## src/rtl/dmem_controller_if.sv

```systemverilog
// Pipeline-side request/response and memory-side strobe bus of the data-memory controller.
// The slave modport is the controller's view; master is the view of whatever drives it.
interface dmem_controller_if;
    logic        mem_read;
    logic        mem_write;
    logic [2:0]  funct3;
    logic [31:0] address;
    logic [31:0] write_data;
    logic        busywait;
    logic [31:0] read_data;
    logic        access_error;
    logic        dmem_rd;
    logic        dmem_wr;
    logic [29:0] dmem_addr;
    logic [3:0]  dmem_byteen;
    logic [31:0] dmem_wdata;
    logic [31:0] dmem_rdata;
    logic        dmem_ack;

    modport slave (
        input  mem_read, mem_write, funct3, address, write_data, dmem_rdata, dmem_ack,
        output busywait, read_data, access_error, dmem_rd, dmem_wr, dmem_addr,
        output dmem_byteen, dmem_wdata
    );

    modport master (
        output mem_read, mem_write, funct3, address, write_data, dmem_rdata, dmem_ack,
        input  busywait, read_data, access_error, dmem_rd, dmem_wr, dmem_addr,
        input  dmem_byteen, dmem_wdata
    );
endinterface

```

## src/rtl/dmem_controller.sv

```systemverilog
// Data-memory controller: stalls the pipeline while one load/store is carried to a
// word-wide memory with byte enables, then presents the extended result for one cycle.
module dmem_controller #(
    parameter int TIMEOUT_CYCLES = 255
) (
    input logic               clk,
    input logic               reset,
    dmem_controller_if.slave  bus
);
    localparam int CW = ($clog2(TIMEOUT_CYCLES + 1) > 8) ? $clog2(TIMEOUT_CYCLES + 1) : 8;

    typedef enum logic [1:0] {IDLE, ACCESS, DONE} state_t;

    state_t        state_q, state_d;
    logic [29:0]   addr_q, addr_d;
    logic [1:0]    off_q, off_d;
    logic [3:0]    byteen_q, byteen_d;
    logic [31:0]   wdata_q, wdata_d;
    logic [2:0]    f3_q, f3_d;
    logic          wr_q, wr_d;
    logic          err_q, err_d;
    logic [CW-1:0] cnt_q, cnt_d;
    logic [31:0]   rdata_q, rdata_d;

    logic          req, f3_ok, misal, illegal;
    logic [3:0]    be_lane;
    logic [31:0]   wd_lane;

    function automatic logic [31:0] load_ext(input logic [2:0] f3, input logic [1:0] off,
                                             input logic [31:0] w);
        logic [7:0]  b;
        logic [15:0] h;
        b = w[{off, 3'b000} +: 8];
        h = off[1] ? w[31:16] : w[15:0];
        case (f3)
            3'b000:  return {{24{b[7]}}, b};
            3'b100:  return {24'd0, b};
            3'b001:  return {{16{h[15]}}, h};
            3'b101:  return {16'd0, h};
            default: return w;
        endcase
    endfunction

    always_ff @(posedge clk or posedge reset) begin
        if (reset) begin
            state_q  <= IDLE;
            addr_q   <= '0;
            off_q    <= '0;
            byteen_q <= '0;
            wdata_q  <= '0;
            f3_q     <= '0;
            wr_q     <= 1'b0;
            err_q    <= 1'b0;
            cnt_q    <= '0;
            rdata_q  <= '0;
        end else begin
            state_q  <= state_d;
            addr_q   <= addr_d;
            off_q    <= off_d;
            byteen_q <= byteen_d;
            wdata_q  <= wdata_d;
            f3_q     <= f3_d;
            wr_q     <= wr_d;
            err_q    <= err_d;
            cnt_q    <= cnt_d;
            rdata_q  <= rdata_d;
        end
    end

    always_comb begin
        state_d  = state_q;
        addr_d   = addr_q;
        off_d    = off_q;
        byteen_d = byteen_q;
        wdata_d  = wdata_q;
        f3_d     = f3_q;
        wr_d     = wr_q;
        err_d    = err_q;
        cnt_d    = cnt_q;
        rdata_d  = rdata_q;
        bus.busywait = 1'b0;

        req = bus.mem_read | bus.mem_write;
        // Stores have no unsigned variants, so BU/HU encodings are rejected for writes.
        f3_ok = bus.mem_write ? (bus.funct3 inside {3'b000, 3'b001, 3'b010})
                              : (bus.funct3 inside {3'b000, 3'b001, 3'b010, 3'b100, 3'b101});
        misal = (bus.funct3[1:0] == 2'b01 && bus.address[0]) ||
                (bus.funct3[1:0] == 2'b10 && bus.address[1:0] != 2'b00);
        illegal = (bus.mem_read & bus.mem_write) | ~f3_ok | misal;

        case (bus.funct3[1:0])
            2'b00: begin
                be_lane = 4'b0001 << bus.address[1:0];
                wd_lane = {4{bus.write_data[7:0]}};
            end
            2'b01: begin
                be_lane = bus.address[1] ? 4'b1100 : 4'b0011;
                wd_lane = {2{bus.write_data[15:0]}};
            end
            default: begin
                be_lane = 4'b1111;
                wd_lane = bus.write_data;
            end
        endcase

        case (state_q)
            IDLE: begin
                bus.busywait = req & ~reset;
                if (req) begin
                    if (illegal) begin
                        err_d   = 1'b1;
                        rdata_d = '0;
                        state_d = DONE;
                    end else begin
                        addr_d   = bus.address[31:2];
                        off_d    = bus.address[1:0];
                        byteen_d = be_lane;
                        wdata_d  = wd_lane;
                        f3_d     = bus.funct3;
                        wr_d     = bus.mem_write;
                        err_d    = 1'b0;
                        cnt_d    = '0;
                        state_d  = ACCESS;
                    end
                end
            end
            ACCESS: begin
                bus.busywait = 1'b1;
                if (bus.dmem_ack) begin
                    rdata_d = wr_q ? 32'd0 : load_ext(f3_q, off_q, bus.dmem_rdata);
                    state_d = DONE;
                end else if (cnt_q == CW'(TIMEOUT_CYCLES - 1)) begin
                    err_d   = 1'b1;
                    rdata_d = '0;
                    state_d = DONE;
                end else begin
                    cnt_d = cnt_q + 1'b1;
                end
            end
            default: state_d = IDLE;
        endcase
    end

    assign bus.dmem_rd      = (state_q == ACCESS) & ~wr_q;
    assign bus.dmem_wr      = (state_q == ACCESS) & wr_q;
    assign bus.dmem_addr    = addr_q;
    assign bus.dmem_byteen  = byteen_q;
    assign bus.dmem_wdata   = wdata_q;
    assign bus.read_data    = rdata_q;
    assign bus.access_error = (state_q == DONE) & err_q;
endmodule
```

## src/flat_wrapper.sv

```systemverilog
// flat-port wrapper written by rule: the top's interface ports become plain ports
module dmem_controller_flat 
#(
    parameter int TIMEOUT_CYCLES = 255
)
  (clk, reset, bus_mem_read, bus_mem_write, bus_funct3, bus_address, bus_write_data, bus_dmem_rdata, bus_dmem_ack, bus_busywait, bus_read_data, bus_access_error, bus_dmem_rd, bus_dmem_wr, bus_dmem_addr, bus_dmem_byteen, bus_dmem_wdata);
  dmem_controller_if bus_i ();
  input logic clk;
  input logic reset;
  input wire logic [$bits(bus_i.mem_read)-1:0] bus_mem_read;
  input wire logic [$bits(bus_i.mem_write)-1:0] bus_mem_write;
  input wire logic [$bits(bus_i.funct3)-1:0] bus_funct3;
  input wire logic [$bits(bus_i.address)-1:0] bus_address;
  input wire logic [$bits(bus_i.write_data)-1:0] bus_write_data;
  input wire logic [$bits(bus_i.dmem_rdata)-1:0] bus_dmem_rdata;
  input wire logic [$bits(bus_i.dmem_ack)-1:0] bus_dmem_ack;
  output wire logic [$bits(bus_i.busywait)-1:0] bus_busywait;
  output wire logic [$bits(bus_i.read_data)-1:0] bus_read_data;
  output wire logic [$bits(bus_i.access_error)-1:0] bus_access_error;
  output wire logic [$bits(bus_i.dmem_rd)-1:0] bus_dmem_rd;
  output wire logic [$bits(bus_i.dmem_wr)-1:0] bus_dmem_wr;
  output wire logic [$bits(bus_i.dmem_addr)-1:0] bus_dmem_addr;
  output wire logic [$bits(bus_i.dmem_byteen)-1:0] bus_dmem_byteen;
  output wire logic [$bits(bus_i.dmem_wdata)-1:0] bus_dmem_wdata;
  assign bus_i.mem_read = bus_mem_read;
  assign bus_i.mem_write = bus_mem_write;
  assign bus_i.funct3 = bus_funct3;
  assign bus_i.address = bus_address;
  assign bus_i.write_data = bus_write_data;
  assign bus_i.dmem_rdata = bus_dmem_rdata;
  assign bus_i.dmem_ack = bus_dmem_ack;
  assign bus_busywait = bus_i.busywait;
  assign bus_read_data = bus_i.read_data;
  assign bus_access_error = bus_i.access_error;
  assign bus_dmem_rd = bus_i.dmem_rd;
  assign bus_dmem_wr = bus_i.dmem_wr;
  assign bus_dmem_addr = bus_i.dmem_addr;
  assign bus_dmem_byteen = bus_i.dmem_byteen;
  assign bus_dmem_wdata = bus_i.dmem_wdata;
  dmem_controller #(.TIMEOUT_CYCLES(TIMEOUT_CYCLES)) u_core (.clk(clk), .reset(reset), .bus(bus_i));
endmodule
```

## config.mk

```make
export PLATFORM = sky130hd
export DESIGN_NAME = dmem_controller_flat
export DESIGN_NICKNAME = d
export VERILOG_FILES = /design/src/rtl/dmem_controller_if.sv /design/src/rtl/dmem_controller.sv /design/src/flat_wrapper.sv
export SDC_FILE = /design/constraint.sdc
export NUM_CORES = 1
export LEC_CHECK = 0
export ABC_AREA = 1
export CORE_MARGIN = 2
export CORE_UTILIZATION = 24
export CTS_BUF_LIST = sky130_fd_sc_hd__clkbuf_16
export DETAILED_ROUTE_END_ITERATION = 10
export GPL_TIMING_DRIVEN = 0
export PLACE_DENSITY = 0.58
export SYNTH_ARGS = -nofsm -noshare
export SYNTH_HDL_FRONTEND = slang
export SYNTH_SLANG_ARGS = --single-unit
export TNS_END_PERCENT = 1
```

## constraint.sdc

```tcl
create_clock -name clk -period 5.53 [get_ports clk]
set_clock_uncertainty 0.15 [all_clocks]
set_input_delay 1.106 -clock clk [delete_from_list [all_inputs] [get_ports clk]]
set_output_delay 1.106 -clock clk [all_outputs]
set_load 0.05 [all_outputs]
```

==> impl_results.rst <==
.. list-table::
   :header-rows: 1

   * - Metric
     - Value
   * - Outcome
     - complete, no violations
   * - Vias per inst
     - 4.374
   * - Main combinational cell family by area after synthesis
     - simple AND/OR/NAND/NOR gates
   * - Simple-gate area share of the yosys netlist
     - 0.3749
   * - Setup repair after global routing missed its margin
     - false
   * - Slowest cell on the critical path
     - sky130_fd_sc_hd__clkdlybuf4s50_1
   * - TritonCTS clock tree
     - built
   * - Fraction of layout instances using a drive strength above 1
     - 0.06654
   * - Cell chain of the critical path
     - clkdlybuf4s50_1, nor2_2, nand2_1, nand2_1, a21oi_1, clkdlybuf4s50_1
   * - Final #Nets
     - 1,146
   * - Utilization after layout
     - 0.3691
   * - Most frequent cells in the layout
     - 434 x sky130_fd_sc_hd__nand2_1, 204 x sky130_fd_sc_hd__clkdlybuf4s50_1, 115 x sky130_fd_sc_hd__dfrtp_1
   * - XOR/XNOR share of the synthesized area
     - 0.004474
   * - Sequential fraction of design power
     - 0.251
   * - Final routed DRC violation total
     - 0
   * - Global route overflow
     - 0
   * - Sink Count
     - 115
   * - Peak ir drop on the vdd network
     - 0.2864 mV
   * - Number of distinct standard cells referenced by the synthesized netlist
     - 25
   * - Commonest non-fill, non-tap cell in the layout
     - sky130_fd_sc_hd__nand2_1
   * - Type of origin of the critical path
     - input pin
   * - Leakage power
     - 4.426 nW
   * - Vias in the first global route
     - 6,023
   * - Synth-to-Final Area Change
     - 51.96%
   * - Total I/O pin count
     - 206
   * - Crit. path cell count
     - 6
   * - Worst hold slack
     - 0.3170 ns
   * - IO Port Bufs
     - 204
   * - Highest net fanout along the worst path
     - 3
   * - Largest area contributor in the synthesized netlist
     - sky130_fd_sc_hd__dfrtp_1
   * - Share of cell area taken by muxes after synthesis
     - 0
   * - Cell-internal power
     - 2.889 mW
   * - Combinational Power Share
     - 0.556
   * - Detailed-route wire length
     - 20,780 um
   * - Synth top area cells
     - sky130_fd_sc_hd__dfrtp_1 49%, sky130_fd_sc_hd__nand2_1 28%, sky130_fd_sc_hd__nor2_1 4.3%, sky130_fd_sc_hd__nand3_1 3.2%, sky130_fd_sc_hd__o21ai_0 2.6%
   * - Antenna-violating nets left
     - 0
   * - Endpoint of the worst setup timing path
     - bus_busywait
   * - CP arrival
     - 2.88 ns
   * - Die X
     - 160.4 um
   * - Number of antenna violations at the first check in global routing
     - 0
   * - Pin count of the biggest net entering global routing
     - 80
   * - Reg-to-reg startpoint
     - u_core.off_q[0]$_DFFE_PP0P_
   * - Placed cells
     - 1,345
   * - Hpwl dp
     - 15,310 um
   * - Worst R2R Setup Slack
     - 3.68 ns
   * - Post-Synthesis Cells
     - 816
   * - Core Area
     - 24,180 um^2
   * - Clock tree root buffer cell
     - sky130_fd_sc_hd__clkbuf_16
   * - Setup CP Type
     - in -> out
   * - Number of setup violations in the final report
     - 0
   * - Area share of fa/ha/maj cells after synthesis
     - 0.004261
   * - Number of hold buffers added after cts
     - 0
   * - Flop and latch count out of synthesis
     - 115
   * - Top-area cell type share of the netlist area
     - 0.4900
   * - Length in cells of the worst reg-to-reg path
     - 10
   * - CP delay by family, top
     - buffers and inverters
   * - First-pass GRT wire length
     - 33,440 um
   * - Power per Cell Area
     - 637.6 nW/um^2
   * - Required time worst endpoint
     - 4.27 ns
   * - Complex-gate fraction of the synthesized area
     - 0.06306
   * - DIE HEIGHT
     - 160.4 um
   * - Buffers and inverters on the worst path
     - 2
   * - Total Power Consumption
     - 5.690 mW
   * - TNS Setup
     - 0 ns
   * - Cell Count, Final, Fillers Out
     - 1,376
   * - Worst hold path class
     - reg -> reg
   * - Fmax achieved
     - 0.2419 GHz
   * - Postcts setup bufs
     - 0
   * - Clock network fraction of total power
     - 0.193
   * - Setup crit start
     - bus_mem_write
   * - Inserted Clock Buffers
     - 17
   * - Number of design-rule violations left by the first detailed-router iteration
     - 326
   * - Overall global routing resource usage
     - 0.1659
   * - Final Hold Fails
     - 0
   * - Routability Congestion
     - 0.8706
   * - Level count of the clock H-tree
     - 4
   * - Synthesized Nets
     - 922
   * - Worst Max-Slew Pin Slew
     - 0.7629 ns
   * - Fraction of power spent switching nets
     - 0.4922
   * - Vias
     - 6,018
   * - Syn Std Cell Area
     - 5873 um^2
   * - Clock latency of the later-clocked register in the worst-skew pair
     - 0.41 ns
   * - Category of the worst setup path capture point
     - primary output
   * - Average wire per cell in the routed design
     - 15.10 um
   * - Final-report max-slew violation count
     - 0
   * - Buffer levels on the longest clock path
     - 2
   * - Clock input transition at the sequential cells of the worst setup and hold paths
     - 0.05 ns
   * - N_diodes
     - 0
   * - Die footprint
     - 25,740 um^2
   * - Effective utilization at floorplan
     - 0.2429
   * - Longest individual stage delay on the worst path
     - 0.82 ns
   * - Max-Slew Margin vs Limit
     - 0.4895
   * - Count of standard-cell rows
     - 57
   * - Number of violations of the max-capacitance limit
     - 0
   * - Sequential element share of the synthesized area
     - 0.4900
   * - Minimum clock period after layout
     - 4.133 ns
   * - Switching power
     - 2.801 mW
   * - Mean instance size in the synthesized netlist
     - 7.197 um^2
   * - Number of warnings issued by yosys
     - 0
   * - Capture instance of the worst register-to-register path
     - u_core.bus.read_data[20]$_DFFE_PP0P_
   * - First-pass DRT Iterations
     - 5
   * - Post-CTS Resized
     - 0
   * - Final worst-path cycle share
     - 0.7474
[power by group through the flow]
| stage | combinational [mW] | sequential, mW | clock [mW] |
|---|---|---|---|
| finish | 3.16 | 1.43 | 1.10 |
| floorplan | 0.928 | 2.56 | 0 |
| CTS | 3.19 | 1.43 | 1.14 |
| global placement | 3.17 | 1.43 | 0 |
| detailed placement | 3.18 | 1.44 | 0 |
| global route | 3.39 | 1.47 | 1.17 |
[worst min-delay path by stage]
| stage | slack, ns | endpoint | cells past startpoint | from |
|---|---|---|---|---|
| 2_1_floorplan | 0.31 | u_core.wr_q$_DFFE_PP0P_ | 2 | u_core.wr_q$_DFFE_PP0P_ |
| 3_5_place_dp | 0.31 | u_core.bus.dmem_wdata[11]$_DFFE_PP0P_ | 2 | u_core.bus.dmem_wdata[11]$_DFFE_PP0P_ |
| 4_1_cts | 0.32 | u_core.bus.dmem_wdata[11]$_DFFE_PP0P_ | 2 | u_core.bus.dmem_wdata[11]$_DFFE_PP0P_ |
| 3_3_place_gp | 0.30 | u_core.bus.dmem_addr[1]$_DFFE_PP0P_ | 2 | u_core.bus.dmem_addr[1]$_DFFE_PP0P_ |
| 5_1_grt | 0.34 | u_core.bus.dmem_addr[2]$_DFFE_PP0P_ | 2 | u_core.bus.dmem_addr[2]$_DFFE_PP0P_ |
| 6_report | 0.32 | u_core.bus.dmem_addr[17]$_DFFE_PP0P_ | 2 | u_core.bus.dmem_addr[17]$_DFFE_PP0P_ |
[per-layer routing]
layer	vias up	GRT usage	share of wire
met5	-	0	0
met4	0	0.04300	0.012
met3	19	0.05630	0.081
met2	215	0.2651	0.46
met1	2810	0.2156	0.44
li1	2974	-	-
[synthesized netlist by cell type (all sizes together)]
cell type  count
nand2        439
clkinv         1
o211ai        11
nand3b         1
o21ai         30
nor2          72
xor2           2
o21bai         1
xnor2          1
or2            3
a21oi         26
dfrtp        115
nand3         40
ha             2
inv           35
nand4          1
clkbuf        11
buf           25
[cell type report]
cell class / instances / area, um^2
inverter: 36 / 140.1
sequential: 115 / 2878
clock inverter: 14 / 146.4
buffer: 36 / 236.5
timing repair buffer: 205 / 2069
clock buffer: 17 / 425.4
multi-input combinational: 629 / 2624
tap: 324 / 405.4
fill: 2568 / 15250
[worst min-delay path, delay by kind of cell, from the launching register on]
kind             cells  cell delay [ns]
DFF                  1             0.33
and+or+nand+nor      2             0.11
[flip-flops by register name, summed over array words and instances (netlist names)]
name / count
u_core.bus.dmem_addr: 30
u_core.bus.dmem_byteen: 4
u_core.bus.dmem_wdata: 32
u_core.bus.read_data: 32
u_core.cnt_q: 8
u_core.err_q: 1
u_core.f3_q: 3
u_core.off_q: 2
u_core.state_q: 2
u_core.wr_q: 1
[per-stage QoR]
step	cell area, um^2	worst slack [ns]
after floorplan	5873	1.230
final	8925	1.397
after global placement	8320	-0.9165
after global routing	8925	1.341
after CTS	8925	1.403
after detailed placement	8353	1.410
[cell families after synthesis]
group / count (synthesis)
AND/OR/NAND/NOR: 556
flip-flops: 115
buffers and inverters: 72
AO/OA/AOI/OAI: 68
XOR/XNOR: 3
adder cells (fa/ha/maj): 2
Power figures use the tool's default switching activity.
